$ cat src/rtl/sine_pkg.sv
// Shared definitions for the quarter-sine oscillator blocks: default widths,
// the scheduler state encoding and the phase-to-table helper functions.
package sine_pkg;

   localparam int SINE_BITSIZE   = 24;
   localparam int SINE_PHASESIZE = 16;
   localparam int SINE_TABLESIZE = 9;

   typedef enum logic [2:0] {
      IDLE,
      FETCH,
      WAIT,
      ACC,
      DONE
   } state_t;

   // Fold a full-cycle phase into a quarter-table address: odd quadrants read
   // the table backwards so only 0..90 degrees needs to be stored.
   function automatic logic [SINE_TABLESIZE-1:0] fold_addr(
      input logic [SINE_PHASESIZE-1:0] p
   );
      logic [SINE_TABLESIZE-1:0] idx;
      idx = p[SINE_PHASESIZE-3 -: SINE_TABLESIZE];
      return p[SINE_PHASESIZE-2] ? ~idx : idx;
   endfunction

   // The second half of the cycle is the negated first half.
   function automatic logic neg_bit(input logic [SINE_PHASESIZE-1:0] p);
      return p[SINE_PHASESIZE-1];
   endfunction

endpackage

$ cat src/rtl/sine_voice_scheduler.sv
// Time-multiplexes one quarter-sine table across VOICES phase accumulators.
// One frame per lrclk rising edge: each voice is fetched, looked up,
// sign-corrected and summed, then the averaged mix is published on out.
module sine_voice_scheduler
   import sine_pkg::*;
#(
   parameter int BITSIZE   = SINE_BITSIZE,
   parameter int PHASESIZE = SINE_PHASESIZE,
   parameter int TABLESIZE = SINE_TABLESIZE,
   parameter int VOICES    = 4,
   parameter int VOICEBITS = 2
) (
   input  logic                 clk,
   input  logic                 resetn,
   input  logic                 lrclk,
   input  logic                 cfg_we,
   input  logic [VOICEBITS-1:0] cfg_addr,
   input  logic [PHASESIZE-1:0] cfg_freq,
   input  logic                 cfg_enable,
   output logic                 rom_en,
   output logic [TABLESIZE-1:0] rom_addr,
   input  logic [BITSIZE-1:0]   rom_data,
   output logic [BITSIZE-1:0]   out,
   output logic                 out_valid,
   output logic                 busy,
   output logic                 overrun
);

   localparam int ACCW = BITSIZE + VOICEBITS;

   logic [PHASESIZE-1:0]   phase [VOICES];
   logic [PHASESIZE-1:0]   freq  [VOICES];
   logic [VOICES-1:0]      enable;
   logic [VOICES-1:0]      muted;

   state_t                 state;
   logic [VOICEBITS-1:0]   voice;
   logic [VOICEBITS-1:0]   next_voice;
   logic [PHASESIZE-1:0]   cur_phase;
   logic [PHASESIZE-1:0]   next_phase;
   logic                   neg;
   logic                   cur_en;
   logic [BITSIZE-1:0]     data_q;
   logic signed [ACCW-1:0] acc;
   logic signed [ACCW-1:0] data_ext;
   logic signed [ACCW-1:0] term;
   logic                   wrap;

   logic                   lr_meta;
   logic                   lr_sync;
   logic                   lr_prev;
   logic                   lr_rise;

   // Bring lrclk into the clk domain and keep one extra stage for edge detection.
   always_ff @(posedge clk or negedge resetn) begin
      if (!resetn) begin
         lr_meta <= 1'b0;
         lr_sync <= 1'b0;
         lr_prev <= 1'b0;
      end else begin
         lr_meta <= lrclk;
         lr_sync <= lr_meta;
         lr_prev <= lr_sync;
      end
   end

   assign lr_rise    = lr_sync & ~lr_prev;
   assign next_voice = voice + 1'b1;
   assign wrap       = next_phase < cur_phase;

   // Signed contribution of the current voice; muted voices contribute nothing.
   always_comb begin
      data_ext = {{VOICEBITS{data_q[BITSIZE-1]}}, data_q};
      term     = '0;
      if (!muted[voice]) begin
         term = neg ? -data_ext : data_ext;
      end
   end

   // Per-voice configuration; picked up when the voice is next fetched.
   always_ff @(posedge clk or negedge resetn) begin
      if (!resetn) begin
         for (int i = 0; i < VOICES; i++) begin
            freq[i] <= '0;
         end
         enable <= '0;
      end else if (cfg_we) begin
         freq[cfg_addr]   <= cfg_freq;
         enable[cfg_addr] <= cfg_enable;
      end
   end

   // Frame sequencer: FETCH/WAIT/ACC per voice, then DONE publishes the mix.
   always_ff @(posedge clk or negedge resetn) begin
      if (!resetn) begin
         state      <= IDLE;
         voice      <= '0;
         rom_en     <= 1'b0;
         rom_addr   <= '0;
         busy       <= 1'b0;
         out        <= '0;
         out_valid  <= 1'b0;
         overrun    <= 1'b0;
         acc        <= '0;
         cur_phase  <= '0;
         next_phase <= '0;
         neg        <= 1'b0;
         cur_en     <= 1'b0;
         data_q     <= '0;
         muted      <= '0;
         for (int i = 0; i < VOICES; i++) begin
            phase[i] <= '0;
         end
      end else begin
         out_valid <= 1'b0;
         rom_en    <= 1'b0;
         if (lr_rise && state != IDLE) begin
            overrun <= 1'b1;
         end
         case (state)
            IDLE: begin
               if (lr_rise) begin
                  state    <= FETCH;
                  voice    <= '0;
                  busy     <= 1'b1;
                  rom_en   <= 1'b1;
                  rom_addr <= fold_addr(phase[0]);
               end
            end
            FETCH: begin
               cur_phase  <= phase[voice];
               next_phase <= phase[voice] + freq[voice];
               neg        <= neg_bit(phase[voice]);
               cur_en     <= enable[voice];
               state      <= WAIT;
            end
            WAIT: begin
               data_q <= rom_data;
               state  <= ACC;
            end
            ACC: begin
               acc <= acc + term;
               if (cur_en) begin
                  phase[voice] <= next_phase;
                  muted[voice] <= 1'b0;
               end else if (!muted[voice]) begin
                  if (wrap) begin
                     phase[voice] <= '0;
                     muted[voice] <= 1'b1;
                  end else begin
                     phase[voice] <= next_phase;
                  end
               end else begin
                  phase[voice] <= '0;
               end
               if (voice == VOICEBITS'(VOICES - 1)) begin
                  state <= DONE;
               end else begin
                  voice    <= next_voice;
                  rom_en   <= 1'b1;
                  rom_addr <= fold_addr(phase[next_voice]);
                  state    <= FETCH;
               end
            end
            DONE: begin
               out       <= BITSIZE'(acc >>> VOICEBITS);
               out_valid <= 1'b1;
               acc       <= '0;
               busy      <= 1'b0;
               state     <= IDLE;
            end
            default: begin
               state <= IDLE;
               busy  <= 1'b0;
            end
         endcase
      end
   end

endmodule

$ cat config.mk
export PLATFORM = sky130hd
export DESIGN_NAME = sine_voice_scheduler
export DESIGN_NICKNAME = d
export VERILOG_FILES = /design/src/rtl/sine_pkg.sv /design/src/rtl/sine_voice_scheduler.sv
export SDC_FILE = /design/constraint.sdc
export NUM_CORES = 1
export LEC_CHECK = 0
export CAP_MARGIN = 10
export CORE_MARGIN = 3
export CORE_UTILIZATION = 55
export CTS_BUF_LIST = sky130_fd_sc_hd__clkbuf_4 sky130_fd_sc_hd__clkbuf_8
export DETAILED_ROUTE_END_ITERATION = 16
export PLACE_DENSITY = 0.84
export SLEW_MARGIN = 10
export SYNTH_ARGS = -nofsm -noshare
export SYNTH_HDL_FRONTEND = slang
export SYNTH_SLANG_ARGS = --single-unit
$ cat constraint.sdc
create_clock -name clk -period 5.37 [get_ports clk]
set_clock_uncertainty 0.15 [all_clocks]
set_input_delay 1.074 -clock clk [delete_from_list [all_inputs] [get_ports clk]]
set_output_delay 1.074 -clock clk [all_outputs]
set_load 0.01 [all_outputs]
**After elaboration in Yosys (flattened, before gate mapping)**

Index checks and enable logic that the tools add are counted.

- Bits in registers: 265
- Bits of input ports: 47
- Output and inout port bits: 37

- Add/subtract/negate cells: 4
- Order comparisons: 10
- Equality and inequality tests: 8
- Mux-type cells: 50
- Bitwise logic cells: 13
- Reductions and logical operators: 14

Operators with widths:

| operator | count |
|---|---|
| $mux W64 | 3 |
| $bwmux W64 | 2 |
| $bmux W16 S2 | 3 |
| $mux W16 | 6 |
| $and A64 B64 Y64 | 1 |
| $demux W16 S2 | 2 |
| $not A64 Y64 | 1 |
| $mux W26 | 2 |
| $pmux W26 S2 | 1 |
| $mux W9 | 4 |
| $mux W15 | 2 |
| $add A26 B26 Y26 | 1 |
| $neg A24 Y26 | 1 |
| $not A9 Y9 | 2 |
| $pmux W9 S2 | 1 |
| $add A16 B16 Y16 | 1 |
| $lt A16 B16 Y1 | 1 |
| $mux W4 | 3 |
| $pmux W3 S4 | 1 |
| $ge A3 B3 Y1 const B | 3 |
| $not A2 Y3 | 3 |
| $mux W1 | 8 |
| $eq A3 B2 Y1 const B | 2 |
| $lt A2 B3 Y1 const B | 2 |
| 26 further kinds | 43 |

**Depth between registers and ports, before layout**

- Depth in word-level cells: 10
- Mapped depth: 18
- Mapped depth without buffers: 17

**Worst setup path before layout**

OpenSTA, ideal clock, no wires.

- Path kind: register -> register
- Start point: register voice[0]
- End point: register next_phase[15]
- Library setup time: 0.133 ns
- Data arrival time: 4.150 ns
- Slack: 0.937 ns
- Stages on the path, launching flop included: 13
- Buffers on the path: 3
- Period minus slack after synthesis: 4.433 ns
- Path through: dfrtp_1 clkbuf_1 buf_1 clkbuf_1 mux4_2 ha_1 o21a_1 a2111oi_0 o31ai_1 a221o_1 a21oi_1 xnor2_1 o21ai_0

- Longest elaborated chain between the ends: 5
- Elaborated cells between the ends (all ways): 8

Ends and longest elaborated chain:

| element | RTL line | text |
|---|---|---|
| start: declaration | sine_voice_scheduler.sv:37 | `logic [VOICEBITS-1:0] voice;` |
| start signal: assignment | sine_voice_scheduler.sv:159 | `voice <= next_voice;` |
| $not A2 Y3 (implied by the code) (*) | sine_voice_scheduler.sv:132 | `next_phase <= phase[voice] + freq[voice];` |
| $bmux W16 S2 | sine_voice_scheduler.sv:132 |  |
| $mux W16 (implied by the code) (2 in series) | sine_voice_scheduler.sv:132 |  |
| $add A16 B16 Y16 (*) | sine_voice_scheduler.sv:132 |  |
| end signal: assignment | sine_voice_scheduler.sv:132 |  |
| end: declaration | sine_voice_scheduler.sv:40 | `logic [PHASESIZE-1:0] next_phase;` |

Mark *: on every way between the ends. The rest lies on a longest branch, timed or not. The select of a mux whose other input is x is not followed.
A chain may end at the register's enable or synchronous reset.

**Worst setup path after layout**

- Start point: register data_q[8]
- End point: register acc[25]

- Longest elaborated chain between the ends: 5

Ends and longest elaborated chain:

| element | RTL line | text |
|---|---|---|
| start: declaration | sine_voice_scheduler.sv:43 | `logic [BITSIZE-1:0] data_q;` |
| start signal: assignment | sine_voice_scheduler.sv:138 | `data_q <= rom_data;` |
| $neg A24 Y26 | sine_voice_scheduler.sv:76 | `term = neg ? -data_ext : data_ext;` |
| $mux W26 (*) | sine_voice_scheduler.sv:76 |  |
| $mux W26 (*) | sine_voice_scheduler.sv:75 | `if (!muted[voice]) begin` |
| $add A26 B26 Y26 (*) | sine_voice_scheduler.sv:142 | `acc <= acc + term;` |
| $pmux W26 S2 (*) | sine_voice_scheduler.sv:120 | `case (state)` |
| end signal: assignment | sine_voice_scheduler.sv:142 |  |
| end: declaration | sine_voice_scheduler.sv:44 | `logic signed [ACCW-1:0] acc;` |

Mark *: on every way between the ends. The rest lies on a longest branch, timed or not.

==> flow_metrics.env <==
export IMPL_drt_iter0_drc=667
export IMPL_multi_input_area_mm2=0.00716
export IMPL_grt_first_pass_wirelength_mm=53.7
export IMPL_holdPathEnd="lr_sync$_DFF_PN0_"
export IMPL_path_max_fanout=6
export IMPL_syn_nets=1503
export IMPL_clock_root_buffer="clkbuf_8"
export IMPL_wire_per_inst_um=17.9
export IMPL_preCtsSetupSlack_ns=0.610
export IMPL_hpwl_mm=22.4
export IMPL_rrSetupSlack_ns=0.57
export IMPL_diodes=0
export IMPL_clock_latency_ns=0.58
export IMPL_yosys_warnings=0
export IMPL_dieArea_mm2=0.0277
export IMPL_layout_commonest_cell="nand2_1"
export IMPL_ys_types=56
export IMPL_arrival_ns=5.12
export IMPL_total_power_w=0.0102
export IMPL_synth_top_flop_cell="dfrtp_1"
export IMPL_grt_total_usage_pct=23.3
export IMPL_gp_congestion=0.883
export IMPL_r2r_end="acc[25]$_DFFE_PN0P_"
export IMPL_peakVddDrop_mv=0.318
export IMPL_path_class="reg2reg"
export IMPL_die_h_um=166
export IMPL_synth_seq_area_share_pct=46.7
export IMPL_reg2reg_depth=15
export IMPL_dr_wl_met2_mm=16.2
export IMPL_via_per_inst=5.85
export IMPL_hold_class="reg2reg"
export IMPL_nFillCells=1945
export IMPL_hold_violations=0
export IMPL_fin_ws_ns=0.571
export IMPL_async_reset_ff_share_pct=100
export IMPL_vias=10700
export IMPL_mostFrequentLayoutCells="311 x nand2_1, 263 x dfrtp_1, 154 x o21ai_0"
export IMPL_critPathLaunchType="flop"
export IMPL_finalSetupViolCount=0
export IMPL_cts_buffer_depth=3
export IMPL_period_share_pct=89.4
export IMPL_rsz0062_at_grt="no"
export IMPL_placeableCoreArea_mm2=0.0253
export IMPL_crit_path_start="data_q[8]$_DFFE_PN0P_"
export IMPL_max_slew_margin_rel_pct=24.8
export IMPL_highest_signal_layer="met4"
export IMPL_status="completed"
export IMPL_r2r_start="data_q[8]$_DFFE_PN0P_"
export IMPL_cts_tree="yes"
export IMPL_area_growth_pct=14.2
export IMPL_firstDrtPassIters=5
export IMPL_wirelength_mm=32.7
export IMPL_grt_pass1_vias=10800
export IMPL_postCtsHoldBufs=0
export IMPL_p_leak_nw=7.13
export IMPL_routed_wl_met3_mm=1.72
export IMPL_regArea_mm2=0.00661
export IMPL_io_buffer_count=83
export IMPL_start_util_pct=56.0
export IMPL_grt_max_degree=91
export IMPL_clk_pin_slew_ns=0.06
export IMPL_hold_start="lr_meta$_DFF_PN0_"
export IMPL_drc=0
export IMPL_gr_total_overflow=0
export IMPL_end_kind="flop"
export IMPL_maxCapViolCount=0
export IMPL_postCtsSetupBuffers=0
export IMPL_syn_area_mm2=0.0142
export IMPL_cts_sinks=264
export IMPL_synth_edff_count=0
export IMPL_min_path_cells=0
export IMPL_htreeDepth=2
export IMPL_io_pin_count=84
export IMPL_fin_crit_ns=4.80
export IMPL_post_cts_resized=0
export IMPL_antenna_found_initial=0
export IMPL_pwr_density_cell_mw_per_mm2=632
export IMPL_ant_nets=0
export IMPL_setup_tns_final_ns=0
export IMPL_final_max_slew_viol_count=0
export IMPL_placed_cells=1749
export IMPL_final_cells=1824
export IMPL_synthCells=1394
export IMPL_crit_required_ns=5.69
export IMPL_nets=1574
export IMPL_fmax_mhz=208
export IMPL_met1Wirelength_mm=14.0
export IMPL_avgSynthCellArea_um2=10.2
export IMPL_die_w_um=166
export IMPL_drive_gt1_share_pct=16.3
export IMPL_ys_ff_latch=264
export IMPL_rows=58
export IMPL_worstMarginPinSlew_ns=1.13
export IMPL_cts_buffers=44
-- logic make-up after synthesis --
family | Yosys count | synth area share, %
and+or+nand+nor | 454 | 13.6
AOI/OAI and AO/OA | 295 | 12.3
DFF | 264 | 46.7
muxes | 141 | 14.7
buffers and inverters | 109 | 2.89
xor gates and xnor gates | 69 | 4.27
adders and majority gates | 62 | 5.59
-- Yosys cell counts (all sizes together), types with 2 or more instances --
cell type / count / area share (%)
mux2i: 7 / 0.50
a2111oi: 2 / 0.12
mux4: 44 / 7.0
nand3: 11 / 0.39
o31ai: 8 / 0.42
nand2: 311 / 8.2
or4: 4 / 0.27
or3: 10 / 0.51
clkinv: 2 / 0.053
nor3b: 5 / 0.27
a21o: 17 / 0.90
fa: 2 / 0.28
dfrtp: 264 / 47
inv: 32 / 0.85
nand2b: 8 / 0.35
clkbuf: 70 / 1.9
nand4: 5 / 0.22
nor3: 13 / 0.46
o21bai: 7 / 0.37
a211oi: 7 / 0.37
o311ai: 2 / 0.12
mux2: 90 / 7.2
o211ai: 5 / 0.27
o41ai: 3 / 0.45
and3: 7 / 0.31
and2: 4 / 0.18
nand3b: 4 / 0.21
nor2: 60 / 1.6
a21oi: 58 / 2.1
or2: 4 / 0.18
xor2: 39 / 2.4
nor2b: 4 / 0.18
o21a: 16 / 0.85
a31oi: 5 / 0.22
xnor2: 30 / 1.9
buf: 5 / 0.13
ha: 60 / 5.3
o21ai: 155 / 5.5
-- cell type report --
type / count / share of cell area [%]
clock buffers: 68 / 5.06
clock inverters: 7 / 0.349
well taps: 330 / 2.56
inverters: 34 / 0.790
multi-input cells: 1021 / 44.3
repair buffers: 100 / 6.04
flip-flops and latches: 264 / 40.9
-- through the flow --
stage	hold slack, ns	instance area [um^2]	util (%)
after global placement	0.190	15300	60.5
after detailed placement	0.190	15300	60.5
after global routing	0.205	16200	64.0
after floorplan	0.181	14200	-
after CTS	0.203	16200	64.0
final	0.199	16200	64.0
-- power breakdown --
group	total [W]	switching, W	leakage (nW)	internal [W]
sequential	0.00323	0.000626	3.35	0.00261
clock	0.00178	0.000804	0.473	0.000973
combinational	0.00520	0.00294	3.31	0.00226
total	0.0102	0.00437	7.13	0.00584
-- sequential cells by signal (all words and copies together), names as in the netlist, 2 cells and up, named ones only --
register and cells:
freq 64, phase 64, acc 26, data_q 24, out 24, next_phase 16
cur_phase 15, rom_addr 9, enable 4, state 3, voice 2
-- worst max-delay path, cell delays in order (launching register included) --
cell and delay (ns):
dfrtp_1 0.42, or4_4 0.56, or4_4 0.43, or3_4 0.42
o31ai_1 0.24, xor2_1 0.17, nor2_1 0.06, ha_1 0.36
nand2_1 0.18, nor3_1 0.08, a211oi_1 0.22, o311ai_0 0.31
o21a_1 0.29, or4_1 0.48, o211ai_1 0.13, mux2i_1 0.20
-- metal layers --
metal	vias up	GRT usage, %
met5	-	0
met4	0	6.67
met3	63	3.35
met2	324	40.7
met1	5265	30.6
li1	5020	-
-- worst max-delay path by stage --
| stage | cells after the start | end | slack (ns) |
|---|---|---|---|
| final | 15 | acc[25]$_DFFE_PN0P_ | 0.57 |
| after global routing | 15 | acc[25]$_DFFE_PN0P_ | 0.35 |
| after CTS | 15 | acc[25]$_DFFE_PN0P_ | 0.55 |
| after detailed placement | 15 | acc[25]$_DFFE_PN0P_ | 0.61 |
| after global placement | 15 | acc[25]$_DFFE_PN0P_ | 0.68 |
| after floorplan | 12 | next_phase[15]$_DFFE_PN0P_ | 0.94 |
Power figures use the tool's default switching activity.
